File: src/rtl/id_pkg.sv
`default_nettype none
// +----------------------------------------------------------------------------+
// | Package     : id_pkg                                                       |
// | Description : Shared widths and latency constants for the ID-stage operand |
// |               hazard unit (scoreboard, forward mux, instruction hold).     |
// | Contents    : XLEN, NREG, AW, NSRC, NFWD, CNT_W, INST_W, issue latencies,  |
// |               major opcodes that select a non-ALU latency.                 |
// | Revision    : 1.0  initial release                                         |
// +----------------------------------------------------------------------------+
package id_pkg;

   localparam int XLEN   = 32;
   localparam int NREG   = 32;
   localparam int AW     = $clog2(NREG);
   localparam int NSRC   = 2;
   localparam int NFWD   = 3;
   localparam int CNT_W  = 2;
   localparam int INST_W = 32;

   // Cycles from issue until a result can be picked up by forwarding.
   localparam logic [CNT_W-1:0] LAT_ALU  = 2'd0;
   localparam logic [CNT_W-1:0] LAT_LOAD = 2'd1;

   // Major opcodes of the load instructions that issue with LAT_LOAD.
   localparam logic [5:0] OP_LB  = 6'h20;
   localparam logic [5:0] OP_LH  = 6'h21;
   localparam logic [5:0] OP_LW  = 6'h23;
   localparam logic [5:0] OP_LBU = 6'h24;
   localparam logic [5:0] OP_LHU = 6'h25;

   // Issue latency implied by a major opcode.
   function automatic logic [CNT_W-1:0] lat_of_opcode(input logic [5:0] op);
      logic [CNT_W-1:0] lat;
      lat = LAT_ALU;
      if (op == OP_LB || op == OP_LH || op == OP_LW || op == OP_LBU || op == OP_LHU)
         lat = LAT_LOAD;
      return lat;
   endfunction

endpackage
`default_nettype wire

File: src/rtl/id_inst_hold.sv
`default_nettype none
// +----------------------------------------------------------------------------+
// | Module      : id_inst_hold                                                 |
// | Description : Keeps the instruction seen by the decoder stable while ID is |
// |               stalled; the inst SRAM output may move on underneath it.     |
// | Ports       : clk, rst      clock / synchronous active-high reset          |
// |               flush         drop any held instruction                      |
// |               id_stall      ID stalled this cycle                          |
// |               inst_in       instruction from inst SRAM                     |
// |               inst_out      instruction presented to decoder               |
// | Revision    : 1.0  initial release                                         |
// +----------------------------------------------------------------------------+
module id_inst_hold
   import id_pkg::*;
(
   input  logic              clk,
   input  logic              rst,
   input  logic              flush,
   input  logic              id_stall,
   input  logic [INST_W-1:0] inst_in,
   output logic [INST_W-1:0] inst_out
);

   logic              hold_vld;
   logic [INST_W-1:0] hold_inst;

   // Capturing inst_out (not inst_in) keeps the first captured word for the
   // whole length of a multi-cycle stall.
   always_ff @(posedge clk) begin
      if (rst) begin
         hold_vld  <= 1'b0;
         hold_inst <= '0;
      end else if (flush) begin
         hold_vld  <= 1'b0;
      end else begin
         hold_vld <= id_stall;
         if (id_stall)
            hold_inst <= inst_out;
      end
   end

   assign inst_out = hold_vld ? hold_inst : inst_in;

endmodule
`default_nettype wire

File: src/rtl/id_hazard_scoreboard.sv
`default_nettype none
// +----------------------------------------------------------------------------+
// | Module      : id_hazard_scoreboard                                         |
// | Description : ID-stage operand hazard unit. Per-register latency counters  |
// |               raise stall_req on RAW hazards forwarding cannot cover; the  |
// |               forward mux picks the youngest matching EX/MEM/WB source     |
// |               over regfile data; HI/LO busy tracks the divider.            |
// | Ports       : clk, rst, flush, pipe_hold, id_stall   control               |
// |               inst_in / inst_out                     instruction hold      |
// |               src_addr, src_use, rf_rdata, src_data  operand read ports    |
// |               fwd_we, fwd_addr, fwd_data             forward sources       |
// |               issue_valid/we/waddr/lat               EX issue record       |
// |               hilo_read, div_start, div_done, hilo_busy  HI/LO tracking    |
// |               stall_req                              hazard stall request  |
// | Revision    : 1.0  initial release                                         |
// +----------------------------------------------------------------------------+
module id_hazard_scoreboard
   import id_pkg::*;
#(
   parameter int XLEN  = 32,
   parameter int NREG  = 32,
   parameter int NSRC  = 2,
   parameter int NFWD  = 3,
   parameter int CNT_W = 2,
   localparam int RAW  = $clog2(NREG)
)(
   input  logic                 clk,
   input  logic                 rst,
   input  logic                 flush,
   input  logic                 pipe_hold,
   input  logic                 id_stall,
   input  logic [INST_W-1:0]    inst_in,
   output logic [INST_W-1:0]    inst_out,
   input  logic [NSRC*RAW-1:0]  src_addr,
   input  logic [NSRC-1:0]      src_use,
   input  logic [NSRC*XLEN-1:0] rf_rdata,
   input  logic [NFWD-1:0]      fwd_we,
   input  logic [NFWD*RAW-1:0]  fwd_addr,
   input  logic [NFWD*XLEN-1:0] fwd_data,
   output logic [NSRC*XLEN-1:0] src_data,
   input  logic                 issue_valid,
   input  logic                 issue_we,
   input  logic [RAW-1:0]       issue_waddr,
   input  logic [CNT_W-1:0]     issue_lat,
   input  logic                 hilo_read,
   input  logic                 div_start,
   input  logic                 div_done,
   output logic                 hilo_busy,
   output logic                 stall_req
);

   logic [CNT_W-1:0] cnt [NREG];
   logic [NSRC-1:0]  src_hz;
   logic             issue_rec;

   assign issue_rec = issue_valid && issue_we && (issue_waddr != '0);

   // ---------------- per-register pending-latency counters ----------------
   for (genvar r = 0; r < NREG; r++) begin : g_cnt
      if (r == 0) begin : g_zero
         assign cnt[r] = '0;            // $0 is never pending
      end else begin : g_reg
         logic [CNT_W-1:0] c;
         always_ff @(posedge clk) begin
            if (rst || flush) begin
               c <= '0;                 // flush also discards a same-cycle issue
            end else if (issue_rec && issue_waddr == RAW'(r)) begin
               c <= issue_lat;          // newest write wins, even under pipe_hold
            end else if (!pipe_hold && c != '0) begin
               c <= c - 1'b1;
            end
         end
         assign cnt[r] = c;
      end
   end

   // ---------------- hazard detect and forward mux per source ----------------
   for (genvar i = 0; i < NSRC; i++) begin : g_src
      logic [RAW-1:0]  a;
      logic [XLEN-1:0] d;

      assign a         = src_addr[i*RAW +: RAW];
      assign src_hz[i] = src_use[i] && (a != '0) && (cnt[a] != '0);

      // Walk oldest to youngest so the lowest-index (youngest) match wins.
      always_comb begin
         d = rf_rdata[i*XLEN +: XLEN];
         for (int j = NFWD - 1; j >= 0; j--) begin
            if (fwd_we[j] && fwd_addr[j*RAW +: RAW] == a)
               d = fwd_data[j*XLEN +: XLEN];
         end
         if (a == '0)
            d = '0;
      end

      assign src_data[i*XLEN +: XLEN] = d;
   end

   // ---------------- HI/LO divider busy ----------------
   // A new start beats a same-cycle done; flush leaves the divider running.
   always_ff @(posedge clk) begin
      if (rst)
         hilo_busy <= 1'b0;
      else if (div_start)
         hilo_busy <= 1'b1;
      else if (div_done)
         hilo_busy <= 1'b0;
   end

   assign stall_req = (|src_hz) || (hilo_read && hilo_busy);

   // ---------------- instruction hold ----------------
   id_inst_hold u_inst_hold (
      .clk      (clk),
      .rst      (rst),
      .flush    (flush),
      .id_stall (id_stall),
      .inst_in  (inst_in),
      .inst_out (inst_out)
   );

endmodule
`default_nettype wire

File: config.mk
export PLATFORM = sky130hd
export DESIGN_NAME = id_hazard_scoreboard
export DESIGN_NICKNAME = d
export VERILOG_FILES = /design/src/rtl/id_pkg.sv /design/src/rtl/id_inst_hold.sv /design/src/rtl/id_hazard_scoreboard.sv
export SDC_FILE = /design/constraint.sdc
export NUM_CORES = 1
export LEC_CHECK = 0
export CAP_MARGIN = 25
export CORE_MARGIN = 3
export CORE_UTILIZATION = 30
export CTS_CLUSTER_DIAMETER = 120
export DETAILED_ROUTE_END_ITERATION = 7
export SLEW_MARGIN = 25
export SYNTH_ARGS = -nofsm -noshare
export SYNTH_HDL_FRONTEND = slang
export SYNTH_HIERARCHICAL = 1
export SYNTH_SLANG_ARGS = --single-unit
File: constraint.sdc
create_clock -name clk -period 3.8 [get_ports clk]
set_clock_uncertainty 0.1 [all_clocks]
set_input_delay 1.14 -clock clk [delete_from_list [all_inputs] [get_ports clk]]
set_output_delay 1.14 -clock clk [all_outputs]
set_load 0.05 [all_outputs]
## Word-level counts from Yosys, hierarchy flattened

Index checks and enable logic that the tools add are counted.

- Flip-flop bits (word level): 96
- Logic and storage cells: 337
- Bits of input ports: 239
- Output and inout bits: 98

- Equal/unequal tests: 37
- Bitwise operators: 3
- Reduce and logical (&&, ||, !) cells: 151
- $lt $le $gt $ge: 2
- Add/subtract/negate cells: 31
- Multiplexer cells: 79

Operators by type and width:

| kind | count |
|---|---|
| two-way mux 32 bit | 9 |
| two-way mux 2 bit | 66 |
| nonzero test 2 bit | 65 |
| == test 5 bit, second input constant | 16 |
| logical AND 1 bit | 75 |
| subtractor 2 x 1 -> 2 bit, second input constant | 31 |
| == test 5 x 4 -> 1 bit, second input constant | 8 |
| == test 5 bit | 6 |
| binary-select mux 2 bit (select 5 bit) | 2 |
| == test 5 x 3 -> 1 bit, second input constant | 4 |
| nonzero test 5 bit | 3 |
| >= comparator 6 bit, second input constant | 2 |
| inverter 5 -> 6 bit | 2 |
| == test 5 x 2 -> 1 bit, second input constant | 2 |
| logical NOT 5 bit | 2 |
| == test 5 x 1 -> 1 bit, second input constant | 1 |
| OR reduction 2 bit | 2 |
| logical OR 1 bit | 2 |
| two-way mux 1 bit | 2 |
| AND reduction 2 bit | 1 |
| logical NOT 1 bit | 1 |
| inverter 1 bit | 1 |

## Logic depth before layout (Yosys ltp)

- Depth after elaboration: 8
- Gate-level depth with buffers: 8
- Mapped depth without buffers: 7

## Hierarchy

The synthesis kept the hierarchy.

By module, submodules not included:

| module | cells an instance | area each (µm²) | times used | seq. area each (µm²) |
|---|---|---|---|---|
| id_hazard_scoreboard | 1,075 | 7,106.8 | 1 | 1,261.2 |
| id_inst_hold | 178 | 1,886.8 | 1 | 660.6 |

## Least setup slack after synthesis

Ideal clock, no wire load.

- Kind: in2out
- Start: input src_addr[2]
- End: output src_data[30]
- Slack: -0.663 ns
- Required time: 2.560 ns
- Stages on the path: 6
- Arrival: 3.223 ns
- Path buffers: 1
- Path through: buf_2 > xor2_1 > nor4_1 > nand3_1 > and3_1 > o21ai_0

- Word-level cells in the longest chain between the ends: 6
- Elaborated cells between the ends (all ways): 11
- Classes of those cells: eq/ne (3); mux (4); reduce/logical (4)

RTL lines:

| what | RTL line | source |
|---|---|---|
| start, declared | id_hazard_scoreboard.sv:34 | `input logic [NSRC*RAW-1:0] src_addr,` |
| == test 5 bit | id_hazard_scoreboard.sv:89 | `if (fwd_we[j] && fwd_addr[j*RAW +: RAW] == a)` |
| logical AND 1 bit | id_hazard_scoreboard.sv:89 |  |
| two-way mux 32 bit (3 in series) | id_hazard_scoreboard.sv:89 |  |
| two-way mux 32 bit (*) | id_hazard_scoreboard.sv:92 | `if (a == '0)` |
| end, declared | id_hazard_scoreboard.sv:40 | `output logic [NSRC*XLEN-1:0] src_data,` |

Mark *: on every way between the ends. The rest lies on a longest branch, timed or not.

## Worst setup path after layout

- Start: input src_addr[6]
- End: output stall_req

- Word-level cells in the longest chain between the ends: 8
- Elaborated cells between the ends (all ways): 10
- Classes of those cells: mux (3); bitwise (1); reduce/logical (6)

RTL lines:

| what | RTL line | source |
|---|---|---|
| inverter 5 -> 6 bit (not written as such) | id_hazard_scoreboard.sv:83 | `assign src_hz[i] = src_use[i] && (a != '0) && (cnt[a] != '0);` |
| binary-select mux 2 bit (select 5 bit) | id_hazard_scoreboard.sv:83 |  |
| two-way mux 2 bit (not written as such) (2 in series) | id_hazard_scoreboard.sv:83 |  |
| nonzero test 2 bit | id_hazard_scoreboard.sv:83 |  |
| logical AND 1 bit (*) | id_hazard_scoreboard.sv:83 |  |
| OR reduction 2 bit (*) | id_hazard_scoreboard.sv:110 | `assign stall_req = (\|src_hz) \|\| (hilo_read && hilo_busy);` |
| logical OR 1 bit (*) | id_hazard_scoreboard.sv:110 |  |
| end, declared | id_hazard_scoreboard.sv:49 | `output logic stall_req` |

Mark *: on every way between the ends. The rest lies on a longest branch, timed or not. The select of a mux whose other input is x is not followed.

==> reports/metrics.cfg <==
[setup_path]
r2r-start=u_inst_hold/hold_vld
critical_path.startpoint=src_addr[6]
worstSetupEndpoint=stall_req
path_class=primary input to primary output
critPathTopFamily=simple AND/OR/NAND/NOR gates
required_ns=2.56
critPathCaptureType=primary output
worstPathCellList=buf_8, buf_12, buf_12, buf_12, nor3_4, a31oi_2, a2111oi_2, a211oi_1, or4_4, buf_8
r2r_setup_slack_ns=1.95
crit_fanout=5
startpoint_type=primary input
crit_slowest_cell=or4_4
ff2ff_path_depth=4
timing.critical_path.buf_inv=5
cp.depth=10
r2r_end=u_inst_hold/hold_inst[2]
cpPeakStageDelay_ns=0.52
crit_top_cell=buf_12
cp_data_arrival_time_ns=2.96

[clock_network]
ctsHoldBuffers=0
ctsRootBufferMaster=clkbuf_16
htree_levels=3
cts.clk_slew.worst_paths_ns=0.07
clockBufferDepth=2
cts_buffers=9
clk_latency_ns=0.35
cts_tree=done
numClockSinks=96

[routing]
met2_length_um=23420
viasPerCell=5.505
dr_wl_met3_um=3898
drt_iter0_drc=717
dr.pass1.iters=5
routed_wl_um=46980
vias=11224
wirelength_met1_um=17520
drt.antenna.violating_nets=0
routed.top_layer=met5
drc_errors=0
routedWlPerCell_um=23.04

[synthesis]
syn_nets=1523
synth_edf_count=0
yosysSeqAreaShare_pct=21.37
avgSynthCellArea_um2=7.178
synth.distinct_cells=61
synth-seq-cells=96
ys_warn_count=6
async_flop_share_pct=0
synth_cells=1253
synth-main-ff-cell=dfxtp_1
syn_area_mm2=0.008994

[die]
dieWidth_um=179.1
ioPinCount=337
die_y_um=179.1
die_area_mm2=0.03209
core-area_mm2=0.02909
rows=62
start_util_pct=30.92

[timing]
fmax_mhz=238.2
max_slew_margin_pct=35.68
worst_pin_slew_ns=0.9647
finalCritPeriodShare_pct=110.5
rsz0062_at_grt=true
hold_violations=0
slew_viol_final=0
layout_min_cycle_time_ns=4.198
finalSetupTns_ns=-15.95
setup_violations=65
setup_ws_ns=-0.3979

[finish]
fin_cells=2039
syn2layout_area_growth_pct=102.4
mostFrequentLayoutCell=clkdlybuf4s50_1
finalInstanceArea_mm2=0.01820
final_layout_size_suffix_gt1_share_pct=36.76
fin_nets=1919
mostFrequentLayoutCells=213 x clkdlybuf4s50_1, 138 x buf_12, 108 x nor2_1, 96 x dfxtp_1, 85 x nand2_1

[place]
place_hpwl_um=29670
dpl-instance-area_mm2=0.01542
globalplace.congestion=0.9089
dpl.cell_count=1956
port_buffers=336

[grt]
gr-usage-all-layers_pct=27.64
antenna_found_initial=5
overflow=0
grt_first_pass_wirelength_um=68070
grt_max_degree=67
grt_pass1_vias=11515

[power]
p_per_area_mw_per_mm2=217.9
p_leak_nw=6.595
peakVddDrop_mv=0.1562

[run]
cap_violations=0

[worst_hold_path]
min_path_type=flop to flop

[outcome]
failed_checks=negative setup slack
outcome=finished, violations left

## flip-flops by register name, summed over array words and instances, names as in the netlist
signal and count:
u_inst_hold/hold_inst 32, hilo_busy 1, g_cnt.g_reg.c 62, u_inst_hold/hold_vld 1
## metrics by stage
step	util (%)	hold WS [ns]	setup slack, ns	total power, mW
6_report	62.56	0.3702	-0.3979	3.965
5_1_grt	62.56	0.3930	-0.4581	4.099
4_1_cts	61.82	0.3734	-0.4672	3.941
3_5_place_dp	52.99	0.3585	-0.7362	2.817
3_3_place_gp	52.99	0.3547	-0.7145	2.811
2_1_floorplan	-	0.3452	-0.07167	1.911
## power breakdown
part | total (mW) | internal (mW) | switching, mW
Combinational | 2.02 | 1.02 | 0.996
Sequential | 1.04 | 1.03 | 0.0104
Clock | 0.914 | 0.485 | 0.429
## kinds of logic after synthesis
family / synth area share (%)
AO/OA/AOI/OAI: 21.09
adder cells (fa/ha/maj): 4.313
multiplexers: 11.00
XOR/XNOR: 5.940
buffers and inverters: 8.876
AND/OR/NAND/NOR: 27.41
flip-flops: 21.37
## what timing repair did
action / CTS / global route
gates resized for setup: 321 / 121
gates cloned: 32 / 2
pin swaps: 64 / 61
setup buffers: 49 / 15
endpoints found under the setup margin: 65 / 65
## routing by layer
metal | track usage [%] | vias up
li1 | - | 5210
met1 | 31.83 | 5362
met2 | 49.13 | 512
met3 | 6.332 | 132
met4 | 11.44 | 8
met5 | 0 | -
## synthesized netlist by cell type (all sizes together), types with 32 or more instances
cell type | n | area, µm²
and3 | 67 | 419.2
clkbuf | 69 | 259.0
mux2 | 34 | 382.9
buf | 38 | 287.8
nor2 | 111 | 416.7
nand2b | 66 | 412.9
xnor2 | 45 | 394.1
a21oi | 49 | 245.2
dfxtp | 96 | 1922
nand3 | 77 | 385.4
inv | 67 | 251.5
o2bb2ai | 32 | 280.3
nand2 | 102 | 382.9
mux2i | 46 | 460.4
o21ai | 181 | 905.9
## worst min path at each step
| stage | from | cells after the start | slack (ns) | to |
|---|---|---|---|---|
| floorplan | u_inst_hold/hold_inst[0] | 2 | 0.35 | u_inst_hold/hold_inst[0] |
| global placement | u_inst_hold/hold_inst[3] | 2 | 0.35 | u_inst_hold/hold_inst[3] |
| detailed placement | u_inst_hold/hold_inst[11] | 2 | 0.36 | u_inst_hold/hold_inst[11] |
| CTS | u_inst_hold/hold_inst[25] | 2 | 0.37 | u_inst_hold/hold_inst[25] |
| global route | u_inst_hold/hold_inst[12] | 2 | 0.39 | u_inst_hold/hold_inst[12] |
| finish | u_inst_hold/hold_inst[25] | 2 | 0.37 | u_inst_hold/hold_inst[25] |
## worst register-to-register path: stages (launching register included)
cell and delay [ns]:
dfxtp_1 0.30, buf_4 0.26, nor3b_4 0.58, buf_12 0.29, mux2i_1 0.25
## area by class of cell
class	instances	area, µm²
clock buffer	11	252.7
multi-input combinational	983	8657
inverter	67	251.5
timing repair buffer	492	6594
antenna	1	2.502
sequential	96	1922
tap	384	480.5
clock inverter	5	40.04
fill	2398	10890
No activity file was read; power rests on OpenSTA's default activity.
